==> config.mk <==
export PLATFORM = sky130hd
export DESIGN_NAME = keypad_scan4x4
export DESIGN_NICKNAME = d
export VERILOG_FILES = /design/src/rtl/keypad_scan4x4.sv
export SDC_FILE = /design/constraint.sdc
export NUM_CORES = 1
export LEC_CHECK = 0
export ABC_AREA = 1
export CAP_MARGIN = 10
export CORE_UTILIZATION = 50
export DETAILED_ROUTE_END_ITERATION = 8
export PLACE_DENSITY = 0.72
export SYNTH_ARGS = -nofsm -noshare
export SYNTH_HDL_FRONTEND = slang
export SYNTH_SLANG_ARGS = --single-unit
==> constraint.sdc <==
create_clock -name clk -period 2.7 [get_ports clk]
set_clock_uncertainty 0.2 [all_clocks]
set_input_delay 0.675 -clock clk [delete_from_list [all_inputs] [get_ports clk]]
set_output_delay 0.675 -clock clk [all_outputs]
set_load 0.01 [all_outputs]
==> src/rtl/keypad_scan4x4.sv <==
// 4x4 matrix keypad scanner: walks a low column across the matrix, debounces
// whole-matrix snapshots and reports one event per newly pressed key over valid/ready.
module keypad_scan4x4 #(
  parameter int CLK_HZ         = 100_000_000,
  parameter int SCAN_HZ        = 1000,
  parameter int DEBOUNCE_SCANS = 4
) (
  input  logic       clk,
  input  logic       rst_n,
  output logic [3:0] col_n,
  input  logic [3:0] row_n,
  output logic [3:0] key_code,
  output logic       key_valid,
  input  logic       key_ready,
  output logic       key_pressed,
  output logic       overflow
);

  localparam int DWELL = CLK_HZ / SCAN_HZ;
  localparam int DIV_W = (DWELL > 1) ? $clog2(DWELL) : 1;
  localparam int CNT_W = $clog2(DEBOUNCE_SCANS + 1);
  localparam logic [DIV_W-1:0] DIV_LAST = DIV_W'(DWELL - 1);
  localparam logic [CNT_W-1:0] CNT_MAX  = CNT_W'(DEBOUNCE_SCANS);

  typedef enum logic {ST_SCAN, ST_EVAL} state_e;

  state_e           state_q, state_d;
  logic [DIV_W-1:0] div_q, div_d;
  logic [1:0]       col_q, col_d;
  logic [3:0]       col_n_q, col_n_d;
  logic [3:0]       row_meta_q, row_sync_q;
  logic [15:0]      snap_q, snap_d;
  logic [15:0]      prev_q, prev_d;
  logic [CNT_W-1:0] stable_q, stable_d;
  logic [15:0]      deb_q, deb_d;
  logic [3:0]       key_code_q, key_code_d;
  logic             key_valid_q, key_valid_d;
  logic             key_pressed_q, key_pressed_d;
  logic             overflow_q, overflow_d;

  logic             tick;
  logic [15:0]      new_press;

  function automatic logic [3:0] lowest_index(input logic [15:0] v);
    lowest_index = 4'd0;
    for (int i = 15; i >= 0; i--) begin
      if (v[i]) lowest_index = 4'(i);
    end
  endfunction

  // NOTE: every always_comb output gets a default first, so no path can infer a latch.
  always_comb begin
    state_d       = state_q;
    div_d         = div_q + 1'b1;
    col_d         = col_q;
    col_n_d       = col_n_q;
    snap_d        = snap_q;
    prev_d        = prev_q;
    stable_d      = stable_q;
    deb_d         = deb_q;
    key_code_d    = key_code_q;
    key_valid_d   = key_valid_q;
    key_pressed_d = key_pressed_q;
    overflow_d    = overflow_q;
    new_press     = '0;

    tick = (div_q == DIV_LAST);
    if (tick) div_d = '0;

    // Sample at the end of the dwell so the rows have settled for a full column period.
    if (tick) begin
      for (int r = 0; r < 4; r++) begin
        snap_d[{r[1:0], col_q}] = ~row_sync_q[r];
      end
      col_d   = col_q + 2'd1;
      col_n_d = ~(4'b0001 << col_d);
    end

    unique case (state_q)
      ST_SCAN: if (tick && col_q == 2'd3) state_d = ST_EVAL;
      ST_EVAL: state_d = ST_SCAN;
      default: state_d = ST_SCAN;
    endcase

    if (state_q == ST_EVAL) begin
      prev_d = snap_q;
      if (snap_q != prev_q)         stable_d = CNT_W'(1);
      else if (stable_q != CNT_MAX) stable_d = stable_q + 1'b1;
      if (stable_d == CNT_MAX) begin
        deb_d         = snap_q;
        key_pressed_d = |snap_q;
        new_press     = snap_q & ~deb_q;
      end
    end

    if (key_valid_q && key_ready) begin
      key_valid_d = 1'b0;
      overflow_d  = 1'b0;
    end

    // Only the lowest new key is reported; the rest of a simultaneous press is ignored.
    if (|new_press) begin
      if (!key_valid_q || key_ready) begin
        key_code_d  = lowest_index(new_press);
        key_valid_d = 1'b1;
      end else begin
        overflow_d = 1'b1;
      end
    end
  end

  // NOTE: sequential state uses non-blocking assignments so all flops update together.
  always_ff @(posedge clk or negedge rst_n) begin
    if (!rst_n) begin
      state_q       <= ST_SCAN;
      div_q         <= '0;
      col_q         <= 2'd0;
      col_n_q       <= 4'b1110;
      row_meta_q    <= 4'hF;
      row_sync_q    <= 4'hF;
      snap_q        <= '0;
      prev_q        <= '0;
      stable_q      <= '0;
      deb_q         <= '0;
      key_code_q    <= 4'd0;
      key_valid_q   <= 1'b0;
      key_pressed_q <= 1'b0;
      overflow_q    <= 1'b0;
    end else begin
      state_q       <= state_d;
      div_q         <= div_d;
      col_q         <= col_d;
      col_n_q       <= col_n_d;
      row_meta_q    <= row_n;
      row_sync_q    <= row_meta_q;
      snap_q        <= snap_d;
      prev_q        <= prev_d;
      stable_q      <= stable_d;
      deb_q         <= deb_d;
      key_code_q    <= key_code_d;
      key_valid_q   <= key_valid_d;
      key_pressed_q <= key_pressed_d;
      overflow_q    <= overflow_d;
    end
  end

  assign col_n       = col_n_q;
  assign key_code    = key_code_q;
  assign key_valid   = key_valid_q;
  assign key_pressed = key_pressed_q;
  assign overflow    = overflow_q;

endmodule

==> summary.txt <==
Placed design
  • Final GP Congestion: 0.8567
  • HPWL reported at the end of detailed placement: 6567 um
  • Area after DPL: 0.004756 mm2
  • Placement Setup Slack: 0.02450 ns
  • Port bufs: 17

Logic synthesis
  • Post-synth cell types: 30
  • Yosys warnings: 0
  • Top_reg_cell synth: dfrtp_1
  • Post-synthesis instance total: 552
  • Async SR Flop Fraction: 100.0%
  • Most common cell in the synthesized netlist: nand2_1
  • Post-synth EDFFs: 0
  • Largest cells by area after synthesis: dfrtp_1 (45%), nand2_1 (13%), inv_1 (9.8%)
  • Syn nets: 567
  • Synth area leader: dfrtp_1
  • Seq cells post-synth: 90
  • Sequential area share after synthesis: 51.98%
  • Top-area cell type share of the netlist area: 45.35%
  • Mapped cell area: 0.004359 mm2
  • Synthesized area per cell: 7.897 um2
  • Commonest cells in the netlist: nand2_1 (147), inv_1 (114), dfrtp_1 (79)

Worst setup path
  • FF-to-FF Start: stable_q[0]
  • CP bufs+invs: 1
  • Cell family with the largest share of critical-path delay: simple AND/OR/NAND/NOR gates
  • Worst-path maximum fanout: 7
  • Reg2Reg Setup Slack: 0.04 ns
  • Crit-path most repeated cell: nand2_1
  • Crit path to: key_code[0]
  • Max incr delay on CP: 0.41 ns
  • Worst Setup Start Kind: flop
  • R2r endpoint: key_code[0]
  • Critical path startpoint: stable_q[0]
  • Worst Setup Path Type: reg2reg
  • Reg2reg path depth: 21
  • Required @ worst endpoint: 2.76 ns
  • Worst path depth: 21
  • Worst setup EP type: flop
  • Slowest cell on the critical path: dfrtp_1
  • Critical Path AT: 2.72 ns
  • CP cell instances: ha_2, or2_2, nand3_2, nand3_4, nor3_4, buf_6, nand3b_1, nand2_1, nand2_1, nand2_1, nand2_1, nand2_1, nand2_1, nand2_1, nand2_1, nand2_1, nand2_1, nand2_1, nand2_1, nand2_1, nand2_1

Clocking
  • Clk buf depth: 2
  • Worst-Skew Late Latency: 0.36 ns
  • CTS tree: yes
  • CTS buffer count: 9
  • # hold bufs at CTS: 0
  • # clock sinks: 90
  • H-tree depth: 3
  • Clk root buf: clkbuf_8
  • CTS clock-pin slew for the worst setup and hold paths: 0.09 ns

Drt
  • Post-route ant nets: 0
  • DR vias/cell: 5.042
  • Routed len/inst: 13.13 um
  • Total iterations of the first detailed-routing run: 4
  • Final WL: 9413 um
  • Post-route DRC violation count: 0
  • Vias post-DR: 3,615
  • DR iter-0 viols: 231

Power and ir drop
  • Power Dens Cells: 472.7 mW/mm2
  • Worst vdd ir: 0.2776 mV
  • Lkg Pwr: 2.780 nW

Global route
  • Total GRT Usage: 22.90%
  • Initial antenna violation count: 0
  • First-pass GRT wire length: 15,900 um
  • Total grt overflow: 0
  • Largest net degree at the start of global routing: 37
  • Vias in the first global route: 3,503

Final layout
  • Share of layout cells above drive strength 1: 16.50%
  • Total Nets Final: 622
  • Antenna Diode Count: 0
  • Final Util: 62.03%
  • Fin area: 0.005174 mm2
  • Layout area overhead: 18.69%

Timing
  • Maximum clock frequency: 376.5 MHz
  • Slew Limit Fails: 0
  • TNS Setup: 0 ns
  • Fin Hold WS: 0.06836 ns
  • Final setup margin: 0.04418 ns
  • # setup viols final: 0
  • Hold Vio Cnt, Final: 0
  • Worst-Margin Slew: 0.4850 ns
  • Slew HR: 67.67%
  • Final min period: 2.656 ns
  • Period utilization: 98.36%
  • RSZ-0062 raised after global routing: yes

Floorplan
  • Horiz. Die Dim: 95.37 um
  • Initial Utilization: 52.27%
  • Die Area: 0.009095 mm2
  • I/O pin total: 18
  • Cell Rows: 33
  • Core Box Area: 0.008341 mm2
  • Die Y: 95.37 um

Worst hold path
  • HP Class: in2async

Run
  • Max cap viols: 0

Run status
  • Status: finished, final reports clean
-- where the power goes --
part | switching, mW | total [mW] | leakage [nW] | internal, mW
logic | 0.0313 | 0.0454 | 1.47 | 0.0141
clock network | 0.487 | 1.04 | 0.117 | 0.550
registers | 0.00405 | 1.36 | 1.20 | 1.36
total | 0.522 | 2.45 | 2.78 | 1.92
-- cell type report --
| class | count | area [um2] |
|---|---|---|
| Fill cell | 747 | 3167 |
| Sequential cell | 90 | 2271 |
| Multi-Input combinational cell | 335 | 1668 |
| Inverter | 119 | 446.7 |
| Timing Repair Buffer | 52 | 431.7 |
| Clock buffer | 10 | 137.6 |
| Tap cell | 105 | 131.4 |
| Clock inverter | 6 | 87.58 |
-- sequential cells by signal, indices dropped and copies added (netlist names), 4 cells and up --
signal / flops
div_q: 17
deb_q: 16
prev_q: 16
snap_q: 16
col_n: 4
key_code: 4
row_meta_q: 4
row_sync_q: 4
-- cell families after synthesis --
| logic type | Yosys count | share of synthesized area, % |
|---|---|---|
| AO/OA/AOI/OAI | 76 | 8.869 |
| XOR/XNOR | 6 | 1.206 |
| adder cells (fa/ha/maj) | 8 | 2.296 |
| buffers and inverters | 127 | 11.11 |
| flip-flops | 90 | 51.98 |
| multiplexers | 1 | 0.2296 |
| AND/OR/NAND/NOR | 244 | 24.31 |
-- placed cells by master, fill, tap and decap left out, types with 7 or more instances in the layout --
master,netlist,layout
a21oi_1,16,16
buf_4,0,34
clkbuf_8,0,10
clkdlybuf4s50_1,0,16
dfrtp_1,79,75
dfstp_2,11,11
ha_1,8,7
inv_1,114,108
inv_2,5,11
nand2_1,147,143
nand4_1,19,19
nor2_1,47,46
nor4_1,9,8
o21ai_0,54,53
-- per-layer routing --
metal | up-vias | track usage (%) | part of all wire (%)
met5 | - | 0 | 0
met4 | 0 | 9.080 | 1.9
met3 | 23 | 4.466 | 4.5
met2 | 83 | 36.19 | 46
met1 | 1696 | 31.11 | 47
li1 | 1813 | - | -
-- timing repair --
action,CTS,global route
buffers inserted,0,16
resized for setup,0,26
endpoints found under the hold margin,0,0
setup endpoints to repair,0,5
-- through the flow --
stage / cells / power (mW)
after floorplan: 552 / 1.391
after global placement: 684 / 1.435
after detailed placement: 684 / 1.437
after CTS: 700 / 2.465
after global routing: 717 / 2.528
final: 717 / 2.446
-- worst min path at each step --
stage	slack, ns	to	startpoint	cells after the start
6_report	0.07	deb_q[2]	rst_n	1
4_1_cts	0.09	deb_q[2]	rst_n	1
5_1_grt	0.10	prev_q[7]	rst_n	1
3_3_place_gp	0.15	row_sync_q[0]	row_meta_q[0]	0
2_1_floorplan	0.15	row_sync_q[0]	row_meta_q[0]	0
3_5_place_dp	0.15	row_sync_q[2]	row_meta_q[2]	0
-- worst reg2reg max path, stage by stage (launching register included) --
cell      delay, ns
dfrtp_1        0.41
ha_2           0.19
or2_2          0.30
nand3_2        0.09
nand3_4        0.08
nor3_4         0.24
buf_6          0.17
nand3b_1       0.13
nand2_1        0.09
nand2_1        0.05
nand2_1        0.05
nand2_1        0.05
nand2_1        0.06
nand2_1        0.05
nand2_1        0.05
nand2_1        0.05
nand2_1        0.06
nand2_1        0.05
nand2_1        0.05
nand2_1        0.05
nand2_1        0.05
nand2_1        0.04
Power figures use the tool's default switching activity.
